**config.mk**
```make
export PLATFORM = sky130hd
export DESIGN_NAME = ysyx_041514_if_fetch_flat
export DESIGN_NICKNAME = d
export VERILOG_FILES = /design/src/rtl/ysyx_041514_if_fetch_pkg.sv /design/src/rtl/ysyx_041514_if_fetch_if.sv /design/src/rtl/ysyx_041514_if_fetch_sync_fifo.sv /design/src/rtl/ysyx_041514_if_fetch.sv /design/src/flat_wrapper.sv
export SDC_FILE = /design/constraint.sdc
export NUM_CORES = 1
export LEC_CHECK = 0
export ABC_CLOCK_PERIOD_IN_PS = 4700
export CAP_MARGIN = 25
export CORE_ASPECT_RATIO = 0.6
export CORE_MARGIN = 5
export CORE_UTILIZATION = 25
export CTS_BUF_LIST = sky130_fd_sc_hd__clkbuf_4 sky130_fd_sc_hd__clkbuf_8
export CTS_CLUSTER_DIAMETER = 150
export DETAILED_ROUTE_END_ITERATION = 8
export REMOVE_ABC_BUFFERS = 1
export SETUP_SLACK_MARGIN = 0.4
export SYNTH_ARGS = -nofsm -noshare
export SYNTH_HDL_FRONTEND = slang
export SYNTH_SLANG_ARGS = --single-unit
```
**constraint.sdc**
```tcl
create_clock -name clk -period 4.7 [get_ports clk]
set_input_delay 0.94 -clock clk [delete_from_list [all_inputs] [get_ports clk]]
set_output_delay 0.94 -clock clk [all_outputs]
set_load 0.1 [all_outputs]
```
**src/rtl/ysyx_041514_if_fetch_pkg.sv**
```systemverilog
// ============================================================================
// Module   : ysyx_041514_if_fetch_pkg
// Purpose  : Shared constants for the instruction-fetch stage: the NOP
//            encoding, fetch-exception bit positions and parameter defaults.
// Revision : 1.0 - initial release
// ============================================================================
`default_nettype none

package ysyx_041514_if_fetch_pkg;

  // addi x0, x0, 0 -- handed to decode in place of a faulting instruction
  localparam logic [31:0] INST_NOP = 32'h0000_0013;

  // Bit positions inside the 2-bit fetch exception code
  localparam int IFEXC_MISALIGN = 1;
  localparam int IFEXC_ACCESS   = 0;

  // Fetch-stage parameter defaults
  localparam int IF_XLEN       = 64;
  localparam int IF_ADDR_W     = 32;
  localparam int IF_MAX_OUTST  = 2;
  localparam int IF_FIFO_DEPTH = 2;

  function automatic logic [1:0] exc_code(input logic misalign, input logic access);
    logic [1:0] e;
    e                 = 2'b00;
    e[IFEXC_MISALIGN] = misalign;
    e[IFEXC_ACCESS]   = access;
    return e;
  endfunction

endpackage

`default_nettype wire

```
**src/rtl/ysyx_041514_if_fetch_if.sv**
```systemverilog
// ============================================================================
// Module   : ysyx_041514_if_fetch_if
// Purpose  : Bundle of every fetch-stage bus: PC register side (pc_next_i,
//            flush_i, fetch_stall_o), icache request/response channel and the
//            decode-side valid/ready output.
//            master : the fetch stage itself
//            slave  : the surrounding pipeline / icache / decode
// Revision : 1.0 - initial release
// ============================================================================
`default_nettype none

interface ysyx_041514_if_fetch_if
  import ysyx_041514_if_fetch_pkg::*;
#(
  parameter int XLEN   = IF_XLEN,
  parameter int ADDR_W = IF_ADDR_W
);

  // PC register side
  logic [ADDR_W-1:0] pc_next_i;
  logic              flush_i;
  logic              fetch_stall_o;
  // icache request
  logic              icache_req_valid_o;
  logic              icache_req_ready_i;
  logic [ADDR_W-1:0] icache_req_addr_o;
  // icache response
  logic              icache_resp_valid_i;
  logic [31:0]       icache_resp_data_i;
  logic              icache_resp_err_i;
  // decode side
  logic              if_valid_o;
  logic              if_ready_i;
  logic [XLEN-1:0]   if_pc_o;
  logic [31:0]       if_inst_o;
  logic [1:0]        if_exc_o;

  modport master (
    input  pc_next_i, flush_i, icache_req_ready_i,
    input  icache_resp_valid_i, icache_resp_data_i, icache_resp_err_i,
    input  if_ready_i,
    output fetch_stall_o, icache_req_valid_o, icache_req_addr_o,
    output if_valid_o, if_pc_o, if_inst_o, if_exc_o
  );

  modport slave (
    output pc_next_i, flush_i, icache_req_ready_i,
    output icache_resp_valid_i, icache_resp_data_i, icache_resp_err_i,
    output if_ready_i,
    input  fetch_stall_o, icache_req_valid_o, icache_req_addr_o,
    input  if_valid_o, if_pc_o, if_inst_o, if_exc_o
  );

endinterface

`default_nettype wire

```
**src/rtl/ysyx_041514_if_fetch_sync_fifo.sv**
```systemverilog
// ============================================================================
// Module   : ysyx_041514_sync_fifo
// Purpose  : Small synchronous FIFO with registered storage (no bypass).
//            Ports: clk, rst_n (async, active low), clr (sync clear),
//            push/din, pop/dout (head entry), full, empty, cnt.
//            Storage resets to zero so dout is zero out of reset.
// Revision : 1.0 - initial release
// ============================================================================
`default_nettype none

module ysyx_041514_sync_fifo #(
  parameter int WIDTH = 8,
  parameter int DEPTH = 2
) (
  input  logic                         clk,
  input  logic                         rst_n,
  input  logic                         clr,
  input  logic                         push,
  input  logic [WIDTH-1:0]             din,
  input  logic                         pop,
  output logic [WIDTH-1:0]             dout,
  output logic                         full,
  output logic                         empty,
  output logic [$clog2(DEPTH+1)-1:0]   cnt
);

  localparam int PTR_W = (DEPTH > 1) ? $clog2(DEPTH) : 1;
  localparam int CNT_W = $clog2(DEPTH + 1);

  logic [WIDTH-1:0] mem [DEPTH];
  logic [PTR_W-1:0] rd_ptr;
  logic [PTR_W-1:0] wr_ptr;
  logic             do_push;
  logic             do_pop;

  function automatic logic [PTR_W-1:0] bump(input logic [PTR_W-1:0] p);
    return (p == PTR_W'(DEPTH - 1)) ? '0 : p + 1'b1;
  endfunction

  // A push into a full FIFO is only honoured when the head leaves the same cycle
  assign do_pop  = pop & ~empty;
  assign do_push = push & (~full | do_pop);

  always_ff @(posedge clk or negedge rst_n) begin
    if (!rst_n) begin
      rd_ptr <= '0;
      wr_ptr <= '0;
      cnt    <= '0;
      for (int i = 0; i < DEPTH; i++) begin
        mem[i] <= '0;
      end
    end else if (clr) begin
      rd_ptr <= '0;
      wr_ptr <= '0;
      cnt    <= '0;
    end else begin
      if (do_push) begin
        mem[wr_ptr] <= din;
        wr_ptr      <= bump(wr_ptr);
      end
      if (do_pop) begin
        rd_ptr <= bump(rd_ptr);
      end
      cnt <= cnt + CNT_W'(do_push) - CNT_W'(do_pop);
    end
  end

  assign dout  = mem[rd_ptr];
  assign full  = (cnt == CNT_W'(DEPTH));
  assign empty = (cnt == '0);

endmodule

`default_nettype wire

```
**src/rtl/ysyx_041514_if_fetch.sv**
```systemverilog
// ============================================================================
// Module   : ysyx_041514_if_fetch
// Purpose  : Instruction-fetch stage. Issues pc_next_i to the icache under a
//            credit rule, tags in-flight requests with their PC, buffers
//            returned instructions for decode, drops responses killed by a
//            flush and stalls the PC register when no fetch is accepted.
// Ports    : clk, rst_n (async, active low) and bus (master modport of
//            ysyx_041514_if_fetch_if: PC side, icache channel, decode side).
// Revision : 1.0 - initial release
// ============================================================================
`default_nettype none

module ysyx_041514_if_fetch
  import ysyx_041514_if_fetch_pkg::*;
#(
  parameter int XLEN       = IF_XLEN,
  parameter int ADDR_W     = IF_ADDR_W,
  parameter int MAX_OUTST  = IF_MAX_OUTST,
  parameter int FIFO_DEPTH = IF_FIFO_DEPTH
) (
  input  logic                   clk,
  input  logic                   rst_n,
  ysyx_041514_if_fetch_if.master bus
);

  localparam int CTR_W  = $clog2(MAX_OUTST) + 1;
  localparam int TCNT_W = $clog2(MAX_OUTST + 1);
  localparam int FCNT_W = $clog2(FIFO_DEPTH + 1);
  localparam int OUT_W  = XLEN + 32 + 2;

  logic [CTR_W-1:0]  outst;
  logic [CTR_W-1:0]  outst_nxt;
  logic [CTR_W-1:0]  kill;
  logic [CTR_W-1:0]  kill_nxt;

  logic              aligned;
  logic              can_issue;
  logic              req_valid;
  logic              icache_fire;
  logic              mis_push;
  logic              fire;
  logic              resp_take;
  logic              resp_drop;
  logic              out_push_req;
  logic              out_push;
  logic              out_pop;
  logic              out_full;
  logic              out_empty;
  logic [FCNT_W-1:0] out_cnt;
  logic [OUT_W-1:0]  out_din;
  logic [OUT_W-1:0]  out_dout;
  logic [31:0]       credit_used;

  logic [ADDR_W-1:0] tag_head;
  logic              tag_full;
  logic              tag_empty;
  logic [TCNT_W-1:0] tag_cnt;

  logic [XLEN-1:0]   push_pc;
  logic [31:0]       push_inst;
  logic [1:0]        push_exc;

  // ---------------- issue ----------------
  assign out_pop = ~out_empty & bus.if_ready_i;
  assign aligned = (bus.pc_next_i[1:0] == 2'b00);

  // The tag queue holds exactly the outstanding requests, so its occupancy
  // doubles as the outstanding count in the credit sum.
  assign credit_used = 32'(tag_cnt) + 32'(out_cnt) - 32'(out_pop);
  assign can_issue   = ~tag_full && (credit_used < 32'(FIFO_DEPTH));

  assign req_valid   = rst_n & ~bus.flush_i & can_issue & aligned;
  assign icache_fire = req_valid & bus.icache_req_ready_i;

  // A misaligned PC bypasses the icache, but only once the pipe has drained
  // so that the exception entry stays in program order.
  assign mis_push = rst_n & ~bus.flush_i & can_issue & ~aligned & (outst == '0);
  assign fire     = icache_fire | mis_push;

  // ---------------- response ----------------
  // A response with nothing outstanding is a protocol error and is ignored.
  assign resp_take = bus.icache_resp_valid_i & ~tag_empty;
  assign resp_drop = resp_take & ((kill != '0) | bus.flush_i);

  assign out_push_req = (resp_take & ~resp_drop) | mis_push;
  assign out_push     = out_push_req & (~out_full | out_pop);

  always_comb begin
    push_pc = '0;
    if (mis_push) begin
      push_pc[ADDR_W-1:0] = bus.pc_next_i;
      push_inst           = INST_NOP;
      push_exc            = exc_code(1'b1, 1'b0);
    end else begin
      push_pc[ADDR_W-1:0] = tag_head;
      push_inst           = bus.icache_resp_err_i ? INST_NOP : bus.icache_resp_data_i;
      push_exc            = exc_code(1'b0, bus.icache_resp_err_i);
    end
  end

  assign out_din = {push_pc, push_inst, push_exc};

  // ---------------- counters ----------------
  assign outst_nxt = outst + CTR_W'(icache_fire) - CTR_W'(resp_take);

  // Killed requests stay counted in outst until their response returns, so a
  // flush simply marks everything still in flight after this cycle as killed
  // (no request can issue during the flush cycle).
  always_comb begin
    kill_nxt = kill;
    if (bus.flush_i) begin
      kill_nxt = outst_nxt;
    end else if (resp_drop) begin
      kill_nxt = kill - 1'b1;
    end
  end

  always_ff @(posedge clk or negedge rst_n) begin
    if (!rst_n) begin
      outst <= '0;
      kill  <= '0;
    end else begin
      outst <= outst_nxt;
      kill  <= kill_nxt;
    end
  end

  // ---------------- storage ----------------
  ysyx_041514_sync_fifo #(
    .WIDTH (ADDR_W),
    .DEPTH (MAX_OUTST)
  ) u_tag_q (
    .clk   (clk),
    .rst_n (rst_n),
    .clr   (1'b0),
    .push  (icache_fire),
    .din   (bus.pc_next_i),
    .pop   (resp_take),
    .dout  (tag_head),
    .full  (tag_full),
    .empty (tag_empty),
    .cnt   (tag_cnt)
  );

  ysyx_041514_sync_fifo #(
    .WIDTH (OUT_W),
    .DEPTH (FIFO_DEPTH)
  ) u_out_q (
    .clk   (clk),
    .rst_n (rst_n),
    .clr   (bus.flush_i),
    .push  (out_push),
    .din   (out_din),
    .pop   (out_pop),
    .dout  (out_dout),
    .full  (out_full),
    .empty (out_empty),
    .cnt   (out_cnt)
  );

  // ---------------- outputs ----------------
  assign bus.fetch_stall_o      = ~fire;
  assign bus.icache_req_valid_o = req_valid;
  assign bus.icache_req_addr_o  = bus.pc_next_i;
  assign bus.if_valid_o         = ~out_empty;
  assign bus.if_pc_o            = out_dout[OUT_W-1 -: XLEN];
  assign bus.if_inst_o          = out_dout[33:2];
  assign bus.if_exc_o           = out_dout[1:0];

endmodule

`default_nettype wire

```
**src/flat_wrapper.sv**
```systemverilog
// flat-port wrapper written by rule: the top's interface ports become plain ports
module ysyx_041514_if_fetch_flat import ysyx_041514_if_fetch_pkg::*;
#(
  parameter int XLEN       = IF_XLEN,
  parameter int ADDR_W     = IF_ADDR_W,
  parameter int MAX_OUTST  = IF_MAX_OUTST,
  parameter int FIFO_DEPTH = IF_FIFO_DEPTH
)
  (clk, rst_n, bus_pc_next_i, bus_flush_i, bus_icache_req_ready_i, bus_icache_resp_valid_i, bus_icache_resp_data_i, bus_icache_resp_err_i, bus_if_ready_i, bus_fetch_stall_o, bus_icache_req_valid_o, bus_icache_req_addr_o, bus_if_valid_o, bus_if_pc_o, bus_if_inst_o, bus_if_exc_o);
  ysyx_041514_if_fetch_if #(.XLEN(XLEN), .ADDR_W(ADDR_W)) bus_i ();
  input  logic clk;
  input  logic rst_n;
  input wire logic [$bits(bus_i.pc_next_i)-1:0] bus_pc_next_i;
  input wire logic [$bits(bus_i.flush_i)-1:0] bus_flush_i;
  input wire logic [$bits(bus_i.icache_req_ready_i)-1:0] bus_icache_req_ready_i;
  input wire logic [$bits(bus_i.icache_resp_valid_i)-1:0] bus_icache_resp_valid_i;
  input wire logic [$bits(bus_i.icache_resp_data_i)-1:0] bus_icache_resp_data_i;
  input wire logic [$bits(bus_i.icache_resp_err_i)-1:0] bus_icache_resp_err_i;
  input wire logic [$bits(bus_i.if_ready_i)-1:0] bus_if_ready_i;
  output wire logic [$bits(bus_i.fetch_stall_o)-1:0] bus_fetch_stall_o;
  output wire logic [$bits(bus_i.icache_req_valid_o)-1:0] bus_icache_req_valid_o;
  output wire logic [$bits(bus_i.icache_req_addr_o)-1:0] bus_icache_req_addr_o;
  output wire logic [$bits(bus_i.if_valid_o)-1:0] bus_if_valid_o;
  output wire logic [$bits(bus_i.if_pc_o)-1:0] bus_if_pc_o;
  output wire logic [$bits(bus_i.if_inst_o)-1:0] bus_if_inst_o;
  output wire logic [$bits(bus_i.if_exc_o)-1:0] bus_if_exc_o;
  assign bus_i.pc_next_i = bus_pc_next_i;
  assign bus_i.flush_i = bus_flush_i;
  assign bus_i.icache_req_ready_i = bus_icache_req_ready_i;
  assign bus_i.icache_resp_valid_i = bus_icache_resp_valid_i;
  assign bus_i.icache_resp_data_i = bus_icache_resp_data_i;
  assign bus_i.icache_resp_err_i = bus_icache_resp_err_i;
  assign bus_i.if_ready_i = bus_if_ready_i;
  assign bus_fetch_stall_o = bus_i.fetch_stall_o;
  assign bus_icache_req_valid_o = bus_i.icache_req_valid_o;
  assign bus_icache_req_addr_o = bus_i.icache_req_addr_o;
  assign bus_if_valid_o = bus_i.if_valid_o;
  assign bus_if_pc_o = bus_i.if_pc_o;
  assign bus_if_inst_o = bus_i.if_inst_o;
  assign bus_if_exc_o = bus_i.if_exc_o;
  ysyx_041514_if_fetch #(.XLEN(XLEN), .ADDR_W(ADDR_W), .MAX_OUTST(MAX_OUTST), .FIFO_DEPTH(FIFO_DEPTH)) u_core (.clk(clk), .rst_n(rst_n), .bus(bus_i));
endmodule
```
[Word-level counts from Yosys, hierarchy flattened]
Cells that the tools add are included.
Word-level totals
  register bits: 272
  logic and storage cells: 106
  input port bits: 71
  output and inout port bits: 133
Operators by class
  add/subtract/negate cells: 13
  eq/ne operators: 2
  mux-type cells: 27
  order comparisons: 7
  bitwise operators: 33
  reduce and logical (&&, ||, !) cells: 12
Operator list (number)
  2-to-1 mux 98 bit: 4
  2-to-1 mux 32 bit: 7
  bitwise mux 196 bit: 1
  demux 98 bit (select 1 bit): 1
  bitwise mux 64 bit: 1
  demux 32 bit (select 1 bit): 1
  less-than comparator 32 x 2 -> 1 bit, second input constant: 1
  subtractor 32 x 1 -> 32 bit: 1
  bitwise AND 1 bit: 15
  >= comparator 2 bit, second input constant: 4
  logical NOT 2 bit: 4
  2-to-1 mux 1 bit: 8
  2-to-1 mux 2 bit: 4
  NOT 1 bit: 8
  NOT 1 -> 2 bit: 4
  nonzero test 2 bit: 4
  adder 2 x 1 -> 2 bit: 3
  bitwise OR 1 bit: 6
  subtractor 2 x 1 -> 2 bit: 3
  adder 1 bit, second input constant: 4
  == test 2 bit, second input constant: 2
  less-than comparator 2 x 1 -> 1 bit, second input constant: 2
  adder 2 x 2 -> 3 bit: 1
  logical AND 1 bit: 3
  2 further kinds: 2

[Depth between registers and ports, before layout]
Gate-level depths: netlist of run 1.
  word-level depth: 15
  depth in mapped cells: 17
  mapped depth without buffers: 15

[Cells and area by module]
Synthesis of run 1 repeated with hierarchy kept, for this count alone.
Unflattened totals
  cell total of the unflattened synthesis: 900
  area, all modules: 13291.5 um^2
Modules (own cells, without submodules)
  ysyx_041514_sync_fifo (u_core.u_out_q): cells each 546, instances 1, area each 8704.6 um^2, seq. area each 5004.8 um^2
  ysyx_041514_sync_fifo (u_core.u_tag_q): cells each 201, instances 1, area each 3164.3 um^2, seq. area each 1701.6 um^2
  ysyx_041514_if_fetch: cells each 153, instances 1, area each 1422.6 um^2, seq. area each 100.1 um^2

[Least setup slack after synthesis of run 1]
Ideal clock, no wire load.
  kind: reg-to-output
  from: reg u_core.u_tag_q.cnt[0]
  to: out bus_fetch_stall_o
  data arrival time: 3.446 ns
  path slack: 0.314 ns
  buffers on the path: 2
  cell stages (with the launch flop): 11
  required time: 3.760 ns
  cells stage by stage: dfrtp_1 ha_1 fa_1 inv_1 ha_1 ha_1 and3_1 buf_2 and3_1 buf_6 nor2_1
On the way
  word-level cells in the longest chain between the ends: 9
  elaborated cells between the ends (all ways): 13
  those cells by class: 2 x add/sub; 1 x order compare; 1 x eq/ne; 8 x bitwise; 1 x reduce/logical
Ends and longest elaborated chain
  from (decl): RTL line ysyx_041514_if_fetch_sync_fifo.sv:24  | output logic [$clog2(DEPTH+1)-1:0] cnt
  from (signal assigned): RTL line ysyx_041514_if_fetch_sync_fifo.sv:64  | cnt <= cnt + CNT_W'(do_push) - CNT_W'(do_pop);
  adder 2 x 2 -> 3 bit: RTL line ysyx_041514_if_fetch.sv:69  | assign credit_used = 32'(tag_cnt) + 32'(out_cnt) - 32'(out_pop);
  subtractor 32 x 1 -> 32 bit: RTL line ysyx_041514_if_fetch.sv:69
  less-than comparator 32 x 2 -> 1 bit: RTL line ysyx_041514_if_fetch.sv:70  | assign can_issue = ~tag_full && (credit_used < 32'(FIFO_DEPTH));
  logical AND 1 bit (*): RTL line ysyx_041514_if_fetch.sv:70
  bitwise AND 1 bit (*): RTL line ysyx_041514_if_fetch.sv:72, ysyx_041514_if_fetch.sv:77
  bitwise AND 1 bit, on equally long branches: RTL line ysyx_041514_if_fetch.sv:72, ysyx_041514_if_fetch.sv:77
  bitwise AND 1 bit, on equally long branches: RTL line ysyx_041514_if_fetch.sv:73, ysyx_041514_if_fetch.sv:77
  bitwise OR 1 bit (*): RTL line ysyx_041514_if_fetch.sv:78  | assign fire = icache_fire | mis_push;
  NOT 1 bit (*): RTL line ysyx_041514_if_fetch.sv:162  | assign bus.fetch_stall_o = ~fire;
  to (decl): RTL line flat_wrapper.sv:20  | output wire logic [$bits(bus_i.fetch_stall_o)-1:0] bus_fetch_stall_o;
Every way passes the cells marked *; elsewhere a longest branch is shown, timed or not.

[Worst setup path after layout of run 1]
  from: reg u_core.u_out_q.cnt[0]
  to: out bus_fetch_stall_o
On the way
  word-level cells in the longest chain between the ends: 11
  elaborated cells between the ends (all ways): 14
  those cells by class: 2 x add/sub; 1 x order compare; 9 x bitwise; 2 x reduce/logical
Ends and longest elaborated chain (RTL line)
  from (decl): ysyx_041514_if_fetch_sync_fifo.sv:24
  from (signal assigned): ysyx_041514_if_fetch_sync_fifo.sv:64
  parallel branches: the longest is 3 deep, another holds adder 2 x 2 -> 3 bit
  subtractor 32 x 1 -> 32 bit (*): ysyx_041514_if_fetch.sv:69
  less-than comparator 32 x 2 -> 1 bit (*): ysyx_041514_if_fetch.sv:70
  logical AND 1 bit (*): ysyx_041514_if_fetch.sv:70
  bitwise AND 1 bit (*): ysyx_041514_if_fetch.sv:72, ysyx_041514_if_fetch.sv:77
  bitwise AND 1 bit, on equally long branches: ysyx_041514_if_fetch.sv:72, ysyx_041514_if_fetch.sv:77
  bitwise AND 1 bit, on equally long branches: ysyx_041514_if_fetch.sv:73, ysyx_041514_if_fetch.sv:77
  bitwise OR 1 bit (*): ysyx_041514_if_fetch.sv:78
  NOT 1 bit (*): ysyx_041514_if_fetch.sv:162
Every way passes the cells marked *.

==> results of run 1 <==
==> sequential cells by signal (all words and copies together) (netlist names) <==
| register | count |
|---|---|
| u_core.u_tag_q.cnt | 2 |
| u_core.u_tag_q.rd_ptr | 1 |
| u_core.u_out_q.cnt | 2 |
| u_core.kill | 2 |
| u_core.u_out_q.mem | 132 |
| u_core.u_out_q.rd_ptr | 1 |
| u_core.outst | 2 |
| u_core.u_tag_q.wr_ptr | 1 |
| u_core.u_out_q.wr_ptr | 1 |
| u_core.u_tag_q.mem | 64 |
==> through the flow <==
stage          cell area (um2)  TNS, ns  std cells
2_1_floorplan             9620   -33.00        750
3_3_place_gp             12100        0       1477
3_5_place_dp             12100        0       1477
4_1_cts                  12900        0       1542
5_1_grt                  12900        0       1543
6_report                 12900        0       1543
==> logic make-up after synthesis <==
logic type,count (synthesis)
buffers and inverters,143
AOI/OAI and AO/OA,140
xor gates and xnor gates,10
adders and majority gates,11
other,1
DFF,208
muxes,159
and+or+nand+nor,178
==> cell type report <==
class | instances | share of cell area
Inverter | 12 | 0.00349
Tap cell | 531 | 0.0515
Multi-Input combinational cell | 530 | 0.343
Clock buffer | 58 | 0.0561
Sequential cell | 208 | 0.404
Clock inverter | 7 | 0.00544
Timing Repair Buffer | 197 | 0.137
==> synthesized netlist by cell type, types with 9 or more instances <==
cell / instances
mux2_2: 126
a31o_2: 35
mux2i_1: 32
buf_2: 33
o221a_2: 63
clkbuf_1: 27
and3_1: 61
a31o_1: 23
ha_1: 10
o21ai_0: 9
nand3_1: 10
buf_4: 64
dfrtp_1: 208
nand2_1: 73
inv_1: 12
==> routing by layer <==
layer,up-vias,wire [um],track usage
met2,151,13400,0.194
met5,-,0,0
met4,0,424,0.0300
met3,36,1470,0.0286
met1,3745,14700,0.192
li1,3309,-,-
==> critical path: cells and delay by family (launching register included) <==
kind,cells,cell delay [ns]
AND/OR/NAND/NOR,4,0.75
buffers and inverters,3,0.34
adder cells (fa/ha/maj),4,1.12
flip-flops,1,0.44
==> worst paths after layout <==
check / start / endpoint / slack, ns / cells past startpoint
setup / recovery: u_core.u_out_q.cnt[0] / bus_fetch_stall_o / 0.57 / 11
hold / removal: rst_n / u_core.u_out_q.cnt[1] / 0.25 / 1
setup reg to reg: u_core.u_out_q.cnt[0] / u_core.u_out_q.mem[150] / 0.92 / 13
hold reg to reg: u_core.u_out_q.mem[99] / u_core.u_out_q.mem[99] / 0.49 / 2
max in group asynchronous: rst_n / u_core.u_tag_q.mem[63] / 2.64 / 3
min in group clk: u_core.u_out_q.mem[99] / u_core.u_out_q.mem[99] / 0.49 / 2
==> repair_timing <==
action | CTS | global route
setup endpoints to repair | 1 | 1
pin swaps | 0 | 1
buffers inserted | 0 | 1
resized for setup | 3 | 0
==> impl_metrics.csv, run 1 <==
group,metric,value,unit
status,outcome,"completed",
synth,synthXorXnorAreaFrac,0.00850,
worst_setup_path,crit_slowest_cell,"fa_1",
cells_and_area,drive_gt1_frac,0.427,
global_route,grt_pass1_wl,47.0,mm
cts,clk_pin_slew,0.06,ns
synth,synthAdderAreaFrac,0.0141,
synth,netlist_top_cells_area,"dfrtp_1 51%, mux2_2 14%, o221a_2 6.9%",
die,fp-row-count,57,
global_route,gr-usage-all-layers,0.130,
synth,syn_avg_cell_area,12.1,um2
synth,yosys_warnings,0,
cells_and_area,diodes,0,
cells_and_area,multi_input_area,0.00442,mm2
timing,slew_viol_final,0,
cts,clockRootBuffer,"clkbuf_8",
cts,insertion_delay,0.54,ns
timing,finalCriticalPeriod,4.13,ns
global_route,grt_max_degree,73,
place,gp_congestion,0.753,
timing,setup_viol,0,
die,chipHeight,167,um
synth,yosysTopAreaCellShare,0.505,
detailed_routing,drc_errors,0,
global_route,grt_pass1_vias,7596,
synth,synth_compound_area_frac,0.131,
synth,syn-cell-area,0.0103,mm2
synth,synth_ff_type,"dfrtp_1",
synth,synth-seq-area-share,0.505,
detailed_routing,ant_nets,0,
timing,rsz0062_at_grt,"false",
cts,cts_buffers,36,
timing,worst_slack,0.575,ns
cells_and_area,final_nets,1067,
detailed_routing,drtIter0Drc,425,
worst_setup_path,cp-end-kind,"output pin",
worst_setup_path,cp_max_fo,5,
cells_and_area,syn_to_final_growth,25.1,%
cells_and_area,final_cell_mix,"206 x dfrtp_1, 126 x mux2_2, 118 x buf_4",
synth,synth_edf_count,0,
worst_setup_path,cp.required,3.76,ns
synth,synthArstFlopShare,1.00,
place,portBuffers,171,
timing,max_slew_margin,0.354,
cts,clockBufferDepth,3,
worst_setup_path,worst_ep_arrival_time,3.19,ns
cts,h-tree-depth,2,
timing,finalHoldViolCount,0,
timing,worst_slew_pin_slew,0.965,ns
cells_and_area,nFillCells,4039,
die,core_area,0.0406,mm2
run,max-cap-violations,0,
cells_and_area,final_common_cell,"dfrtp_1",
min_path,hold_class,"input port to asynchronous set/reset pin",
synth,synth_cell_types,45,
worst_setup_path,cpMostUsedCell,"ha_1",
synth,synth.area.mux_share,0.170,
worst_setup_path,start_kind,"flop",
detailed_routing,wl_per_cell,19.5,um
worst_setup_path,max_stage_delay,0.52,ns
place,place_ws,0.448,ns
cells_and_area,seqCellArea,0.00521,mm2
timing,fmax,0.242,GHz
place,dp_hpwl,18.6,mm
synth,ys_ff_latch,208,
die,io_pins,204,
worst_setup_path,path_cells,"ha_1 -> fa_1 -> inv_1 -> ha_1 -> ha_1 -> nor4bb_1 -> and3_4 -> nand3_2 -> inv_1 -> nor2_1 -> buf_12",
detailed_routing,drtPass1Iterations,4,
cts,cts_tree,"done",
die,dieArea,0.0455,mm2
timing,clock_skew,0.0167,ns
timing,whs,0.254,ns
die,die_width,272,um
detailed_routing,vias,7241,
detailed_routing,wl,30.0,mm
global_route,grt_antenna_before_repair,0,
cts,cts.sinks,208,
synth,yosysTopAreaCell,"dfrtp_1",
worst_setup_path,path_class,"flop to output pin",
timing,period_share,0.878,
die,start_util,0.254,
cts,postCtsHoldBufs,0,
synth,synthCells,850,
synth,synthSimpleGateAreaFrac,0.0886,
cells_and_area,final_util,0.318,
global_route,grt_overflow_total,0,
synth,synth_top_family_by_area,"multiplexers",
detailed_routing,via_per_inst,4.69,
Power of run 1 is not shown: default switching activity piles up to over one toggle a cycle in this logic, so the estimate is an artifact.
==> run 2, diff against run 1 <==
Settings changed: ABC_AREA set to 1.
==> impl_metrics.csv, run 2 <==
group,metric,value,unit
status,outcome,"completed",
run,max-cap-violations,0,
cts,clockRootBuffer,"clkbuf_8",
die,die_width,281,um
synth,synthArstFlopShare,1.00,
synth,synth_cell_types,26,
worst_setup_path,worstReg2RegStart,"u_core.u_tag_q.cnt[0]",
detailed_routing,drtPass1Iterations,6,
place,gp_congestion,0.765,
place,dpl-instance-area,0.0127,mm2
synth,syn_avg_cell_area,7.08,um2
synth,yosysMostFrequentCell,"nand2_1",
timing,finalHoldViolCount,0,
worst_setup_path,cp_max_fo,4,
synth,synth_ff_type,"dfrtp_1",
cts,clockBufferDepth,3,
detailed_routing,drc_errors,0,
die,fp-row-count,59,
worst_setup_path,ff2ff_setup_slack,1.20,ns
timing,period_share,0.847,
global_route,gr-usage-all-layers,0.142,
synth,ys_ff_latch,208,
global_route,grt_pass1_vias,9785,
die,io_pins,204,
cts,insertion_delay,0.55,ns
detailed_routing,drtIter0Drc,610,
cts,cts_tree,"done",
timing,worst_slew_pin_slew,0.991,ns
worst_setup_path,regToRegEndpoint,"u_core.u_out_q.mem[159]",
die,core_area,0.0435,mm2
power,p_leak,7.73,nW
power,vdd_drop_max,0.000454,V
worst_setup_path,path_class,"flop to output pin",
synth,netlist_top_cells_area,"dfrtp_1 47%, nand2_1 29%, nand3_1 6.1%",
timing,setup_viol,0,
synth,synthTopCellsByCount,"847 x nand2_1, 208 x dfrtp_1, 134 x nand3_1",
worst_setup_path,cp.required,3.76,ns
synth,yosysTopAreaCellShare,0.472,
global_route,grt_overflow_total,0,
place,portBuffers,171,
cells_and_area,final_nets,1738,
cells_and_area,regMostFlops,"u_core.u_out_q.mem",
global_route,grt_antenna_before_repair,0,
cts,cts.sinks,208,
synth,synthCells,1555,
detailed_routing,wl,35.2,mm
detailed_routing,ant_nets,0,
power,power_frac_comb,0.531,
cts,postCtsHoldBufs,0,
cells_and_area,top_regs,"u_core.u_out_q.mem x132, u_core.u_tag_q.mem x64",
die,chipHeight,173,um
cells_and_area,drive_gt1_frac,0.125,
synth,yosys_warnings,0,
detailed_routing,wl_per_cell,15.5,um
cts,cts_buffers,37,
global_route,grt_max_degree,132,
cells_and_area,final_common_cell,"nand2_1",
timing,fmax,0.251,GHz
power,netSwitchingFraction,0.538,
cells_and_area,stdcell_area,0.0135,mm2
timing,rsz0062_at_grt,"false",
power,p_clk_frac,0.179,
synth,yosysTopAreaCell,"dfrtp_1",
power,p_int,0.00470,W
cells_and_area,diodes,0,
worst_setup_path,r2r_cells,14,
power,sequentialPowerShare,0.289,
die,dieArea,0.0485,mm2
timing,finalCriticalPeriod,3.98,ns
timing,slew_viol_final,0,
cells_and_area,final_util,0.310,
power,p_per_area,754,mW/mm2
timing,max_slew_margin,0.340,
synth,synth_edf_count,0,
power,power.switching,0.00546,W
synth,syn-cell-area,0.0110,mm2
place,dp_hpwl,21.6,mm
timing,tns,0,ns
cells_and_area,syn_to_final_growth,22.4,%
global_route,grt_pass1_wl,55.9,mm
cells_and_area,largest_register_ffs,132,
die,start_util,0.253,
cells_and_area,final_cell_mix,"845 x nand2_1, 205 x dfrtp_1, 132 x nand3_1",
cts,h-tree-depth,2,
worst_setup_path,cp-end-kind,"output pin",
synth,synth-seq-area-share,0.472,
worst_setup_path,start_kind,"flop",
worst_setup_path,worst_ep_arrival_time,3.04,ns
cts,clk_pin_slew,0.06,ns
timing,clock_skew,0.0158,ns
detailed_routing,via_per_inst,4.37,
min_path,hold_class,"input port to asynchronous set/reset pin",
detailed_routing,vias,9896,
[run 2: cell count changes after synthesis, moves of 61 or more]
cell,before,now
nand2_1,73,847
nand3_1,10,134
and3_1,61,0
o221a_2,63,0
inv_1,12,87
mux2_2,126,0
[run 2: worst max path at each step]
stage / startpoint / end / slack (ns) / cells after the start
after floorplan: u_core.u_out_q.cnt[1] / u_core.u_out_q.cnt[1] / -1.41 / 16
final: u_core.u_tag_q.cnt[0] / bus_fetch_stall_o / 0.72 / 12
after CTS: u_core.u_tag_q.cnt[0] / bus_fetch_stall_o / 0.50 / 11
after detailed placement: bus_if_ready_i / u_core.u_out_q.mem[159] / 0.69 / 13
after global placement: bus_if_ready_i / u_core.u_out_q.mem[159] / 0.80 / 13
after global routing: u_core.u_tag_q.cnt[0] / bus_fetch_stall_o / 0.51 / 12
[run 2: power groups by stage]
stage               Sequential (W)  Clock, W  Combinational (W)
floorplan                  0.00290         0            0.00386
global placement           0.00294         0            0.00538
detailed placement         0.00296         0            0.00545
CTS                        0.00293   0.00190            0.00546
global route               0.00303   0.00198            0.00583
finish                     0.00294   0.00182            0.00540
[run 2: metrics by stage]
stage,setup slack (ns),hold slack (ns),total power (W),std cells
after global placement,0.801,0.461,0.00832,2195
after global routing,0.513,0.207,0.0108,2262
final,0.720,0.222,0.0102,2262
after floorplan,-1.41,0.442,0.00676,1426
after CTS,0.499,0.193,0.0103,2261
after detailed placement,0.693,0.464,0.00840,2195
[run 2: logic make-up (layout without fill, tap and decap cells)]
| group | count (synthesis) | count (layout) | share of synthesized area |
|---|---|---|---|
| adder cells (fa/ha/maj) | 11 | 11 | 0.0132 |
| other | 1 | 32 | 0.000340 |
| AO/OA/AOI/OAI | 10 | 10 | 0.00591 |
| buffers and inverters | 250 | 347 | 0.111 |
| AND/OR/NAND/NOR | 1068 | 1068 | 0.391 |
| flip-flops | 208 | 208 | 0.472 |
| XOR/XNOR | 7 | 7 | 0.00557 |
[run 2: layout make-up]
type	instances	area [um2]
clock buffers	63	779
clock inverters	3	20.0
fillers	4621	30000
inverters	90	340
multi-input cells	1128	4760
flip-flops and latches	208	5210
well taps	579	724
repair buffers	191	1650
[run 2: per-layer routing]
metal	wire, um	global-route usage
met1	17000	0.208
met2	15300	0.218
met3	2280	0.0298
met4	562	0.0298
met5	0	0
[run 2: worst max-delay path, stage by stage (launching register included)]
cell	delay [ns]
dfrtp_1	0.42
ha_1	0.23
fa_1	0.51
inv_1	0.05
ha_1	0.20
ha_1	0.18
nor2_1	0.09
nand2_1	0.09
nor2_4	0.17
nand2_1	0.11
nor3_2	0.17
nor2_1	0.10
buf_12	0.17
[run 2: repair_timing]
item                                    4_1_cts  5_1_grt
hold endpoints to repair                      0        0
endpoints found under the setup margin        0        1
buffers inserted                              0        1
resized for setup                             0        0
No activity file was read; power rests on OpenSTA's default activity.
==> run 3, diff against run 2 <==
Settings changed: ABC_CLOCK_PERIOD_IN_PS 4700 to 3900.
Clock period 4.7 ns to 3.9 ns, I/O delays scaled along.
==> impl_metrics.csv, run 3 (synthesis results as in run 2) <==
group,metric,value,unit
worst_setup_path,cp-end-kind,"output pin",
timing,fmax,0.271,GHz
cells_and_area,diodes,0,
timing,period_share,0.947,
timing,finalHoldViolCount,0,
die,dieArea,0.0485,mm2
worst_setup_path,cp.required,3.12,ns
timing,finalCriticalPeriod,3.69,ns
cts,cts_buffers,37,
cells_and_area,final_common_cell,"nand2_1",
cells_and_area,final_nets,1751,
run,max-cap-violations,0,
detailed_routing,wl_per_cell,15.6,um
timing,whs,0.0668,ns
global_route,grt_pass1_wl,56.2,mm
cells_and_area,syn_to_final_growth,27.9,%
power,p_leak,7.93,nW
timing,slew_viol_final,0,
detailed_routing,vias,10000,
timing,clock_skew,0.0101,ns
cts,clockBufferDepth,3,
cts,clk_pin_slew,0.07,ns
detailed_routing,ant_nets,0,
detailed_routing,drtPass1Iterations,5,
die,core_area,0.0435,mm2
cts,cts.sinks,208,
cts,insertion_delay,0.55,ns
cells_and_area,top_regs,"u_core.u_out_q.mem x132, u_core.u_tag_q.mem x64",
detailed_routing,drc_errors,0,
cells_and_area,regMostFlops,"u_core.u_out_q.mem",
global_route,grt_pass1_vias,9708,
worst_setup_path,path_class,"flop to output pin",
global_route,grt_max_degree,132,
place,portBuffers,171,
detailed_routing,wl,35.6,mm
timing,setup_viol,0,
worst_setup_path,cp_max_fo,3,
global_route,grt_antenna_before_repair,0,
cells_and_area,drive_gt1_frac,0.136,
cells_and_area,largest_register_ffs,132,
place,gp_congestion,0.758,
timing,worst_slew_pin_slew,0.962,ns
timing,rsz0062_at_grt,"true",
die,die_width,281,um
worst_setup_path,start_kind,"flop",
worst_setup_path,worst_ep_arrival_time,2.91,ns
status,outcome,"completed",
worst_setup_path,r2r_cells,18,
detailed_routing,via_per_inst,4.41,
cts,cts_tree,"done",
min_path,hold_class,"input port to asynchronous set/reset pin",
detailed_routing,drtIter0Drc,690,
die,chipHeight,173,um
global_route,grt_overflow_total,0,
die,fp-row-count,59,
cts,clockRootBuffer,"clkbuf_8",
timing,max_slew_margin,0.356,
power,vdd_drop_max,0.000548,V
power,p_per_area,911,mW/mm2
global_route,gr-usage-all-layers,0.144,
place,dp_hpwl,21.9,mm
cells_and_area,final_cell_mix,"843 x nand2_1, 205 x dfrtp_1, 132 x nand3_1",
cts,h-tree-depth,2,
die,start_util,0.253,
timing,tns,0,ns
die,io_pins,204,
[run 3: cell count changes in the layout (fill, tap and decap cells not counted), moves of 3 or more]
cell,previous run,this run
buf_12,3,39
clkinv_2,3,9
ha_1,10,7
nand2_4,0,3
clkbuf_4,14,10
nor2_4,3,6
buf_4,117,93
[run 3: path summary, 6_finish.rpt]
path | startpoint | endpoint | slack [ns]
setup / recovery | u_core.u_tag_q.cnt[0] | bus_icache_req_valid_o | 0.21
hold / removal | rst_n | u_core.u_out_q.mem[11] | 0.07
setup reg to reg | u_core.u_tag_q.cnt[0] | u_core.kill[1] | 0.55
hold reg to reg | u_core.u_out_q.mem[160] | u_core.u_out_q.mem[160] | 0.48
max in group asynchronous | rst_n | u_core.u_out_q.mem[113] | 2.02
min in group clk | u_core.u_out_q.mem[160] | u_core.u_out_q.mem[160] | 0.48
[run 3: report_power, final]
part	internal [W]	switching (W)	leakage, nW	total, W
Clock	0.00120	0.000970	0.419	0.00217
Sequential	0.00300	0.000586	2.78	0.00359
Combinational	0.00188	0.00520	4.74	0.00708
Total	0.00608	0.00676	7.93	0.0128
[run 3: repair_timing]
action,CTS,global route
gates resized for setup,14,4
hold buffers,0,0
pin swaps,11,6
endpoints found under the setup margin,2,48
buffers inserted,7,3
[run 3: metrics by stage]
stage               instance area [um2]  setup WS [ns]   util  total power, W  std cells
finish                            14100          0.209  0.324          0.0128       2275
detailed placement                13200          0.276  0.303          0.0106       2199
global placement                  13200          0.308  0.303          0.0105       2199
CTS                               14000          0.111  0.323          0.0130       2272
global route                      14100         0.0731  0.324          0.0136       2275
floorplan                         10200          -2.21      -         0.00815       1426
[run 3: final cells by class]
class	count	area, um2
Clock inverter	8	42.5
Inverter	90	340
Fill cell	4558	29400
Clock buffer	58	736
Multi-Input combinational cell	1128	4830
Tap cell	579	724
Timing Repair Buffer	204	2200
Sequential cell	208	5210
[run 3: worst max-delay path, cell delays in order, from the launching register on]
cell and delay (ns):
dfrtp_1 0.40, ha_2 0.20, fa_1 0.50, inv_1 0.05
ha_2 0.19, ha_4 0.27, nand3_4 0.07, nor2_4 0.18
nand2_4 0.08, buf_6 0.12, nor2_4 0.11, buf_12 0.18
[run 3: layer usage]
| layer | GRT usage | wire length [um] | vias up |
|---|---|---|---|
| li1 | - | - | 4889 |
| met1 | 0.210 | 17000 | 4764 |
| met2 | 0.216 | 15500 | 324 |
| met3 | 0.0317 | 2430 | 54 |
| met4 | 0.0359 | 706 | 0 |
| met5 | 0 | 0 | - |
